**config.mk**
```make
export PLATFORM = sky130hd
export DESIGN_NAME = ra_stack_mctx_flat
export DESIGN_NICKNAME = d
export VERILOG_FILES = /design/src/rtl/ra_stack_mctx_if.sv /design/src/rtl/ra_stack_mctx.sv /design/src/flat_wrapper.sv
export SDC_FILE = /design/constraint.sdc
export NUM_CORES = 2
export LEC_CHECK = 0
export CAP_MARGIN = 20
export CELL_PAD_IN_SITES_DETAIL_PLACEMENT = 0
export CELL_PAD_IN_SITES_GLOBAL_PLACEMENT = 1
export CORE_MARGIN = 4
export CORE_UTILIZATION = 50
export CTS_BUF_LIST = sky130_fd_sc_hd__clkbuf_16
export CTS_CLUSTER_SIZE = 30
export DETAILED_ROUTE_END_ITERATION = 12
export GPL_TIMING_DRIVEN = 0
export PLACE_DENSITY = 0.74
export RECOVER_POWER = 25
export SETUP_SLACK_MARGIN = 0.5
export SLEW_MARGIN = 20
export SYNTH_ARGS = -nofsm -noshare
export SYNTH_HDL_FRONTEND = slang
export SYNTH_SLANG_ARGS = --single-unit
```
**constraint.sdc**
```tcl
create_clock -name clk_i -period 7.1 [get_ports clk_i]
set_clock_uncertainty 0.15 [all_clocks]
set_input_delay 1.42 -clock clk_i [delete_from_list [all_inputs] [get_ports clk_i]]
set_output_delay 1.42 -clock clk_i [all_outputs]
set_load 0.02 [all_outputs]
```
**src/rtl/ra_stack_mctx_if.sv**
```systemverilog
// Bus bundle for the multi-context return-address stack: per-cycle op request,
// context select and the combinational/registered status returned by the stack.
interface ra_stack_mctx_if #(
  parameter int unsigned DATA_WIDTH = 32,
  parameter int unsigned DEPTH      = 16,
  parameter int unsigned NCTX       = 4
);
  localparam int unsigned CTX_W = $clog2(NCTX);
  localparam int unsigned CNT_W = $clog2(DEPTH + 1);

  logic                  ena;
  logic [CTX_W-1:0]      ctx;
  logic                  push;
  logic                  pop;
  logic                  ret;
  logic [DATA_WIDTH-1:0] din;
  logic                  clr_mismatch;
  logic [DATA_WIDTH-1:0] dout;
  logic [CNT_W-1:0]      count;
  logic                  full;
  logic                  empty;
  logic                  mismatch;
  logic [CTX_W-1:0]      mis_ctx;
  logic [DATA_WIDTH-1:0] mis_addr;
  logic                  ovf;
  logic                  udf;

  modport master (
    output ena, ctx, push, pop, ret, din, clr_mismatch,
    input  dout, count, full, empty, mismatch, mis_ctx, mis_addr, ovf, udf
  );

  modport slave (
    input  ena, ctx, push, pop, ret, din, clr_mismatch,
    output dout, count, full, empty, mismatch, mis_ctx, mis_addr, ovf, udf
  );
endinterface

```
**src/rtl/ra_stack_mctx.sv**
```systemverilog
// Multi-context return-address stack with sticky return-mismatch detection.
// Define RAS_OVF_WRAP_EN to make a push onto a full stack overwrite the oldest entry.
module ra_stack_mctx #(
  parameter int unsigned DATA_WIDTH = 32,
  parameter int unsigned DEPTH      = 16,
  parameter int unsigned NCTX       = 4
) (
  input logic            clk_i,
  input logic            rst_i,
  ra_stack_mctx_if.slave bus
);
  localparam int unsigned CTX_W = $clog2(NCTX);
  localparam int unsigned CNT_W = $clog2(DEPTH + 1);
  localparam int unsigned PTR_W = $clog2(DEPTH);

  typedef enum logic [1:0] {
    OP_NONE,
    OP_PUSH,
    OP_RET,
    OP_POP
  } op_e;

  logic [DATA_WIDTH-1:0] mem_q [NCTX][DEPTH];
  logic [PTR_W-1:0]      tp_q  [NCTX];
  logic [CNT_W-1:0]      cnt_q [NCTX];
  logic                  mismatch_q;
  logic [CTX_W-1:0]      mis_ctx_q;
  logic [DATA_WIDTH-1:0] mis_addr_q;
  logic                  ovf_q;
  logic                  udf_q;

  op_e                   op;
  logic [PTR_W-1:0]      cur_tp;
  logic [PTR_W-1:0]      top_idx;
  logic [CNT_W-1:0]      cur_cnt;
  logic [DATA_WIDTH-1:0] top_val;
  logic                  cur_full;
  logic                  cur_empty;
  logic                  mem_we;

  always_comb begin
    cur_tp    = tp_q[bus.ctx];
    cur_cnt   = cnt_q[bus.ctx];
    top_idx   = cur_tp - 1'b1;
    top_val   = mem_q[bus.ctx][top_idx];
    cur_full  = (cur_cnt == CNT_W'(DEPTH));
    cur_empty = (cur_cnt == '0);
  end

  // A pending or just-cleared mismatch blocks every op; push > ret > pop.
  always_comb begin
    op = OP_NONE;
    if (bus.ena && !mismatch_q && !bus.clr_mismatch) begin
      if (bus.push)     op = OP_PUSH;
      else if (bus.ret) op = OP_RET;
      else if (bus.pop) op = OP_POP;
    end
  end

`ifdef RAS_OVF_WRAP_EN
  assign mem_we = !rst_i && (op == OP_PUSH);
`else
  assign mem_we = !rst_i && (op == OP_PUSH) && !cur_full;
`endif

  always_ff @(posedge clk_i) begin
    if (mem_we) mem_q[bus.ctx][cur_tp] <= bus.din;
  end

  always_ff @(posedge clk_i) begin
    if (rst_i) begin
      for (int unsigned i = 0; i < NCTX; i++) begin
        tp_q[i]  <= '0;
        cnt_q[i] <= '0;
      end
      mismatch_q <= 1'b0;
      mis_ctx_q  <= '0;
      mis_addr_q <= '0;
      ovf_q      <= 1'b0;
      udf_q      <= 1'b0;
    end else begin
      ovf_q <= 1'b0;
      udf_q <= 1'b0;
      if (bus.clr_mismatch) mismatch_q <= 1'b0;
      unique case (op)
        OP_PUSH: begin
          if (!cur_full) begin
            tp_q[bus.ctx]  <= cur_tp + 1'b1;
            cnt_q[bus.ctx] <= cur_cnt + 1'b1;
          end else begin
            ovf_q <= 1'b1;
`ifdef RAS_OVF_WRAP_EN
            tp_q[bus.ctx] <= cur_tp + 1'b1;
`endif
          end
        end
        OP_RET, OP_POP: begin
          if (cur_empty) begin
            udf_q <= 1'b1;
          end else begin
            tp_q[bus.ctx]  <= top_idx;
            cnt_q[bus.ctx] <= cur_cnt - 1'b1;
            if (op == OP_RET && top_val != bus.din) begin
              mismatch_q <= 1'b1;
              mis_ctx_q  <= bus.ctx;
              mis_addr_q <= top_val;
            end
          end
        end
        default: ;
      endcase
    end
  end

  assign bus.dout     = cur_empty ? '0 : top_val;
  assign bus.count    = cur_cnt;
  assign bus.full     = cur_full;
  assign bus.empty    = cur_empty;
  assign bus.mismatch = mismatch_q;
  assign bus.mis_ctx  = mis_ctx_q;
  assign bus.mis_addr = mis_addr_q;
  assign bus.ovf      = ovf_q;
  assign bus.udf      = udf_q;
endmodule
```
**src/flat_wrapper.sv**
```systemverilog
// flat-port wrapper written by rule: the top's interface ports become plain ports
module ra_stack_mctx_flat 
#(
  parameter int unsigned DATA_WIDTH = 32,
  parameter int unsigned DEPTH      = 16,
  parameter int unsigned NCTX       = 4
)
  (clk_i, rst_i, bus_ena, bus_ctx, bus_push, bus_pop, bus_ret, bus_din, bus_clr_mismatch, bus_dout, bus_count, bus_full, bus_empty, bus_mismatch, bus_mis_ctx, bus_mis_addr, bus_ovf, bus_udf);
  ra_stack_mctx_if #(.DATA_WIDTH(DATA_WIDTH), .DEPTH(DEPTH), .NCTX(NCTX)) bus_i ();
  input logic clk_i;
  input logic rst_i;
  input wire logic [$bits(bus_i.ena)-1:0] bus_ena;
  input wire logic [$bits(bus_i.ctx)-1:0] bus_ctx;
  input wire logic [$bits(bus_i.push)-1:0] bus_push;
  input wire logic [$bits(bus_i.pop)-1:0] bus_pop;
  input wire logic [$bits(bus_i.ret)-1:0] bus_ret;
  input wire logic [$bits(bus_i.din)-1:0] bus_din;
  input wire logic [$bits(bus_i.clr_mismatch)-1:0] bus_clr_mismatch;
  output wire logic [$bits(bus_i.dout)-1:0] bus_dout;
  output wire logic [$bits(bus_i.count)-1:0] bus_count;
  output wire logic [$bits(bus_i.full)-1:0] bus_full;
  output wire logic [$bits(bus_i.empty)-1:0] bus_empty;
  output wire logic [$bits(bus_i.mismatch)-1:0] bus_mismatch;
  output wire logic [$bits(bus_i.mis_ctx)-1:0] bus_mis_ctx;
  output wire logic [$bits(bus_i.mis_addr)-1:0] bus_mis_addr;
  output wire logic [$bits(bus_i.ovf)-1:0] bus_ovf;
  output wire logic [$bits(bus_i.udf)-1:0] bus_udf;
  assign bus_i.ena = bus_ena;
  assign bus_i.ctx = bus_ctx;
  assign bus_i.push = bus_push;
  assign bus_i.pop = bus_pop;
  assign bus_i.ret = bus_ret;
  assign bus_i.din = bus_din;
  assign bus_i.clr_mismatch = bus_clr_mismatch;
  assign bus_dout = bus_i.dout;
  assign bus_count = bus_i.count;
  assign bus_full = bus_i.full;
  assign bus_empty = bus_i.empty;
  assign bus_mismatch = bus_i.mismatch;
  assign bus_mis_ctx = bus_i.mis_ctx;
  assign bus_mis_addr = bus_i.mis_addr;
  assign bus_ovf = bus_i.ovf;
  assign bus_udf = bus_i.udf;
  ra_stack_mctx #(.DATA_WIDTH(DATA_WIDTH), .DEPTH(DEPTH), .NCTX(NCTX)) u_core (.clk_i(clk_i), .rst_i(rst_i), .bus(bus_i));
endmodule
```
# Word level (Yosys, flattened, before mapping)
# Memory sizes are Yosys's and may differ from the RTL's.
# Cells that the tools add are included.
dict set report classes {
  order_cmp 3
  bitwise 7
  div_mod_pow 0
  eq_ne 5
  addsub 4
  multipliers 0
  n_shift 0
  reduce_logical 17
  n_mux 36
}
# op n
set op_table {}
lappend op_table {{two-way mux 512 bit} 1}
lappend op_table {{binary-select mux 32 bit (select 4 bit)} 1}
lappend op_table {{demux 32 bit (select 4 bit)} 1}
lappend op_table {{two-way mux 32 bit} 4}
lappend op_table {{!= test 32 bit} 1}
lappend op_table {{two-way mux 1 bit} 19}
lappend op_table {{two-way mux 2 bit} 6}
lappend op_table {{greater-or-equal comparator 5 bit (second input constant)} 2}
lappend op_table {{two-way mux 5 bit} 2}
lappend op_table {{inverter 4 -> 5 bit} 2}
lappend op_table {{two-way mux 4 bit} 2}
lappend op_table {{logical AND 1 bit} 6}
lappend op_table {{OR reduction 2 bit} 3}
lappend op_table {{adder 5 x 1 -> 5 bit (second input constant)} 1}
lappend op_table {{== test 5 bit (second input constant)} 1}
lappend op_table {{zero test 5 bit} 1}
lappend op_table {{< comparator 5 x 1 -> 1 bit (second input constant)} 1}
lappend op_table {{OR reduction 5 bit} 1}
lappend op_table {{subtractor 5 x 1 -> 5 bit (second input constant)} 1}
lappend op_table {{adder 4 x 1 -> 4 bit (second input constant)} 1}
lappend op_table {{== test 2 bit (second input constant)} 2}
lappend op_table {{zero test 1 bit} 4}
lappend op_table {{OR reduction 4 bit} 1}
lappend op_table {{subtractor 4 x 1 -> 4 bit (second input constant)} 1}
lappend op_table {{4 further kinds} 7}
dict set report totals {
  output_inout_bits 76
  wordCells 80
  ram_bits 2084
  register_bits 37
  latch_bits 0
  mem_bits_ro 0
  input_bits 41
  memories 3
}
# name words width rd rd_clocked_by_memory_dff write_ports line
set memory_table {}
lappend memory_table {u_core.mem_q 4 512 1 0 1 ra_stack_mctx.sv:23} ;# logic [DATA_WIDTH-1:0] mem_q [NCTX][DEPTH];
lappend memory_table {u_core.cnt_q 4 5 1 0 4 ra_stack_mctx.sv:25} ;# logic [CNT_W-1:0] cnt_q [NCTX];
lappend memory_table {u_core.tp_q 4 4 1 0 4 ra_stack_mctx.sv:24} ;# logic [PTR_W-1:0] tp_q [NCTX];

# Longest topological paths before layout
dict set report depth {
  ltp_word 12
  mapped_depth 22
  depth_no_buf 12
}

# Worst setup path before layout
# No wires, ideal clock.
dict set report synth_path {
  kind {in2out}
  startpoint {input port bus_ctx[0]}
  endpoint {output port bus_dout[30]}
  path_buffers 7
  t_required_ns 5.530
  setup_slack_ns 0.628
  cell_stages 15
  arrival_time_ns 4.902
  path_cell_list {buf_6 > mux2i_1 > mux2_2 > clkbuf_1 > clkbuf_1 > buf_1 > ha_1 > xor2_1 > buf_2 > buf_2 > clkbuf_1 > nand3_1 > and4_1 > o211ai_1 > nor2b_1}
}
dict set report synth_between {
  elab_chain_len 7
  elab_cells_between_ends 10
  cone_classes {1 x add/sub; 4 x mux; 1 x bitwise; 1 x reduce/logical; 3 x memory}
}
# item line
set synth_lines {}
lappend synth_lines {{from (decl)} flat_wrapper.sv:13} ;# input wire logic [$bits(bus_i.ctx)-1:0] bus_ctx;
lappend synth_lines {{memory read (4 x 4 bit)} -}
lappend synth_lines {{subtractor 4 x 1 -> 4 bit} ra_stack_mctx.sv:44} ;# top_idx = cur_tp - 1'b1;
lappend synth_lines {{inverter 4 -> 5 bit (implied by the code)} ra_stack_mctx.sv:45} ;# top_val = mem_q[bus.ctx][top_idx];
lappend synth_lines {{binary-select mux 32 bit (select 4 bit)} ra_stack_mctx.sv:45}
lappend synth_lines {{two-way mux 32 bit (implied by the code) (2 in a row)} ra_stack_mctx.sv:45}
lappend synth_lines {{two-way mux 32 bit *} ra_stack_mctx.sv:115} ;# assign bus.dout = cur_empty ? '0 : top_val;
lappend synth_lines {{to (decl)} flat_wrapper.sv:19} ;# output wire logic [$bits(bus_i.dout)-1:0] bus_dout;
# Every way passes the cells marked *; elsewhere a longest branch is shown, timed or not. The select of a mux whose other input is x is not followed.

# Final worst setup path
dict set report layout_path {
  startpoint {input port bus_ctx[1]}
  endpoint {output port bus_dout[25]}
}
# The elaborated chain is that of the path after synthesis.

==> results.txt <==
----------------------------------------------------
[Routing]
  Routed len/inst ... 43.1 um
  Residual DRC ... 0
  Uppermost metal layer occupied by signal nets ... met4
  Detail-routed via count per cell ... between 6 and 7
  Met2 Routed Length ... 129000 um
  DRT Pass-1 Iters ... 6
  Initial detailed-routing violation count ... 9110
  Routed length on met3 ... 45900 um
  Total length of routed wires ... between 200000 and 300000 um
  Total via count in the routed design ... 48200
  Metal-1 WL ... 99700 um
  Routed Antenna Nets ... 0

[Clock network]
  Clock tree from TritonCTS ... yes
  Clk root buf ... sky130_fd_sc_hd__clkbuf_16
  CTS sink cnt ... 2121
  Clock-pin slew on the worst setup and hold paths ... roughly 60 ps
  Total CTS buffers ... 208
  Source-to-sink clock delay at the later pin of the worst-skew pair ... 870 ps
  Count of H-tree levels built during CTS ... 4
  CTS max path bufs ... 3

[Layout]
  Syn-to-layout area delta ... 21.3%
  Fill cell instance count of the final layout ... 11200
  Finished Cell Area ... 0.101 mm2
  Share of cells above drive strength 1 ... a little under a third
  Total Nets Final ... between 4000 and 5000

[Synth]
  Library cell with the highest instance count after synthesis ... sky130_fd_sc_hd__edfxtp_1
  Async set-reset flop share out of synthesis ... 0%
  Dominant register cell in the synthesized netlist ... sky130_fd_sc_hd__edfxtp_1
  Cell variety after synth ... 61
  Number of nets in the synthesized netlist ... 3996
  Cell type with the largest total area after synthesis ... sky130_fd_sc_hd__edfxtp_1
  Per-instance average area after synthesis ... ~21 um2
  Mapped Area ... approximately 0.083 mm2
  Most numerous cell types in the synthesized netlist ... sky130_fd_sc_hd__edfxtp_1, sky130_fd_sc_hd__mux4_2, sky130_fd_sc_hd__nand3_1
  Top cells by area in the synthesized netlist ... sky130_fd_sc_hd__edfxtp_1, sky130_fd_sc_hd__mux4_2, sky130_fd_sc_hd__nand3_1
  Area share of the largest cell type after synthesis ... 75.5%
  Share of synthesized area occupied by flip-flops and latches ... between 70 and 80%
  Flops & latches, synth ... ~2100
  Number of enable flip-flop cells after synthesis ... between 2000 and 2500
  Number of warnings reported in the yosys synthesis log ... 0
  Cell count after synthesis ... 3946

[Pwr]
  VDD IR-drop max ... 0.000279 V
  Switching fraction of total power ... roughly 25%
  Design internal power ... 21.1 mW
  Leakage ... 32.2 nW
  Clock network power share ... 38.7%
  Net switching power figure ... 7.18 mW
  Sequential share of power ... 48.7%
  Total power density per cell area ... ~280 mW/mm2
  Proportion of power drawn by combinational gates ... between 10% and 20%

[Run status]
  Violated checks ... capacitance limit, slew limit
  Outcome ... complete, but fails checks

[Die]
  Placement row count ... around 150
  Starting utilization of the core area ... 50.3%
  Core area ... 0.165 mm2
  Floorplan die width ... 415 um
  Height of the die ... 415 um
  Area of the die ... 0.172 mm2
  I/O pin total ... 117

[Timing]
  Slew Viols, Final ... 729
  Final setup violating endpoints ... 0
  Shortest clock period the worst path allows after layout ... between 6000 and 7000 ps
  Worst slew slack as a fraction of its limit ... -134%
  Final clock period utilization by the worst path ... 93.9%
  Final worst-path setup slack ... 430 ps
  Achievable frequency ... roughly 150 MHz
  Worst-Margin Slew ... 3510 ps
  Final hold viol count ... 0
  Setup repair after global routing missed its margin ... yes

[Min path]
  Startpoint of the lowest-slack hold path ... u_core.bus.mis_addr[23]$_SDFFE_PP0P_
  Type of the tightest min-delay check ... flip-flop to flip-flop

[Worst setup path]
  Launching point of the worst reg2reg path ... u_core.tp_q[1][0]$_SDFFCE_PN0P_
  Biggest fanout along the worst timing path ... 10
  Required time at the worst-slack endpoint ... 5530 ps
  Element type at the critical path start ... input port
  Nature of the critical path endpoint ... primary output
  Kind of critical path ... input port to primary output
  Reg2reg setup slack ... around 1000 ps
  Arrival time at the worst endpoint ... 5100 ps
  Startpoint of the most critical setup path ... bus_ctx[1]

[Global route]
  Total global routing overflow ... 0
  Vias in the first global route ... 45900
  Initial antenna violation count ... 5
  GRT Resource Usage Total ... 34.3%
  Maximum number of pins on one net before global-route repair ... 66
  Global-route wire length before repair ... 397000 um

[Flow run]
  Total of max-cap violations ... 16

[Placed design]
  Port Buf Inserts ... ~120
  Post-DP HPWL ... 200000 um
  Area after detailed placement ... ~0.092 mm2
  Pre-CTS setup slack ... -4680 ps
  Final GP Congestion ... 0.895

----------------------------------------------------
## through the flow
stage | util (%) | hold slack (ps) | power [mW] | std cells | setup TNS [ps]
after floorplan | - | 381 | 15.4 | 3946 | 0
after global placement | 52.6 | 297 | 16.9 | 6250 | -8798750
after detailed placement | 55.5 | 299 | 16.9 | 6438 | -2972150
after CTS | 61.0 | 311 | 28.2 | 6879 | 0
after global routing | 61.0 | 328 | 28.9 | 6888 | 0
final | 61.0 | 311 | 28.3 | 6893 | 0
## timing repair
item | 4_1_cts | 5_1_grt
gates cloned | 4 | 1
setup buffers | 46 | 8
hold buffers | 0 | 0
resized for setup | 608 | 67
setup endpoints to repair | 2165 | 40
pin swaps | 32 | 20
## layout make-up
class	instances	area, um2	share of cell area (%)
sequential	2121	63300	62.9
timing repair buffer	362	5640	5.60
multi-input combinational	1532	19700	19.6
clock inverter	182	1510	1.50
antenna	5	12.5	0.0124
inverter	39	146	0.145
buffer	254	2300	2.29
clock buffer	209	5230	5.20
tap	2189	2740	2.72
## critical path, cell delays in order
cell	delay (ps)
sky130_fd_sc_hd__buf_2	140
sky130_fd_sc_hd__buf_4	250
sky130_fd_sc_hd__clkdlybuf4s15_2	540
sky130_fd_sc_hd__clkbuf_2	490
sky130_fd_sc_hd__clkbuf_4	440
sky130_fd_sc_hd__mux4_2	400
sky130_fd_sc_hd__mux2i_1	220
sky130_fd_sc_hd__nand2_1	140
sky130_fd_sc_hd__a32oi_4	410
sky130_fd_sc_hd__o211ai_1	200
sky130_fd_sc_hd__nor2b_4	200
sky130_fd_sc_hd__buf_4	190
## flip-flops by register name, summed over array words and instances (netlist names)
signal and cells:
u_core.cnt_q 20, u_core.bus.mis_addr 32, u_core.mem_q 2048, u_core.tp_q 16
u_core.bus.udf 1, u_core.bus.mis_ctx 2, u_core.bus.mismatch 1, u_core.bus.ovf 1
## logic make-up (layout without fill, tap and decap cells)
family / Yosys count / in the layout / synth area share (%)
buffers and inverters: 293 / 1046 / 1.54
xor gates and xnor gates: 37 / 37 / 0.400
DFF: 2121 / 2121 / 76.4
and+or+nand+nor: 648 / 648 / 4.05
other: 0 / 5 / 0
muxes: 635 / 635 / 15.5
AOI/OAI and AO/OA: 203 / 203 / 1.98
adders and majority gates: 9 / 9 / 0.145
## path summary, 6_finish.rpt
path / endpoint / cells after the start
setup reg to reg: u_core.bus.mis_addr[15]$_SDFFE_PP0P_ / 21
hold / removal: u_core.bus.mis_addr[23]$_SDFFE_PP0P_ / 2
hold reg to reg: u_core.bus.mis_addr[23]$_SDFFE_PP0P_ / 2
setup / recovery: bus_dout[25] / 12
## cell usage in the layout, fill, tap and decap left out, types with 9 or more instances in the layout
cell	count
sky130_fd_sc_hd__edfxtp_1	2084
sky130_fd_sc_hd__mux4_2	520
sky130_fd_sc_hd__nand3_1	272
sky130_fd_sc_hd__clkbuf_16	217
sky130_fd_sc_hd__buf_12	104
sky130_fd_sc_hd__buf_4	98
sky130_fd_sc_hd__inv_1	90
sky130_fd_sc_hd__mux2i_1	87
sky130_fd_sc_hd__buf_16	85
sky130_fd_sc_hd__nand2_1	80
sky130_fd_sc_hd__nor2_4	65
sky130_fd_sc_hd__clkbuf_1	65
sky130_fd_sc_hd__a211oi_1	64
sky130_fd_sc_hd__clkinv_1	58
sky130_fd_sc_hd__buf_6	53
sky130_fd_sc_hd__clkdlybuf4s50_1	50
sky130_fd_sc_hd__nor2b_1	47
sky130_fd_sc_hd__and3_1	44
sky130_fd_sc_hd__nor2_1	41
sky130_fd_sc_hd__clkbuf_2	39
sky130_fd_sc_hd__dfxtp_1	37
sky130_fd_sc_hd__clkbuf_4	36
sky130_fd_sc_hd__buf_2	35
sky130_fd_sc_hd__xor2_1	33
sky130_fd_sc_hd__a41oi_1	28
sky130_fd_sc_hd__clkinv_2	25
sky130_fd_sc_hd__bufinv_16	21
sky130_fd_sc_hd__clkbuf_8	12
sky130_fd_sc_hd__and4_1	12
sky130_fd_sc_hd__mux2i_4	12
sky130_fd_sc_hd__nand4_1	12
sky130_fd_sc_hd__nor4_1	12
sky130_fd_sc_hd__buf_8	11
sky130_fd_sc_hd__clkdlybuf4s15_2	11
sky130_fd_sc_hd__a41o_1	10
sky130_fd_sc_hd__a311o_1	9
sky130_fd_sc_hd__mux2i_2	9
## layer usage
layer / track usage (%) / vias to the layer above
met1: 45.4 / 25100
met5: 0 / -
li1: - / 17800
met4: 20.2 / 0
met3: 12.1 / 856
met2: 49.4 / 4543
## power groups by stage
stage	registers [mW]	clock network (mW)	logic [mW]
finish	13.8	10.9	3.58
detailed placement	14.1	0	2.86
global route	13.8	11.5	3.58
global placement	14.1	0	2.77
floorplan	14.1	0	1.32
CTS	13.8	11.0	3.41
(Power assumes the default switching activity.)
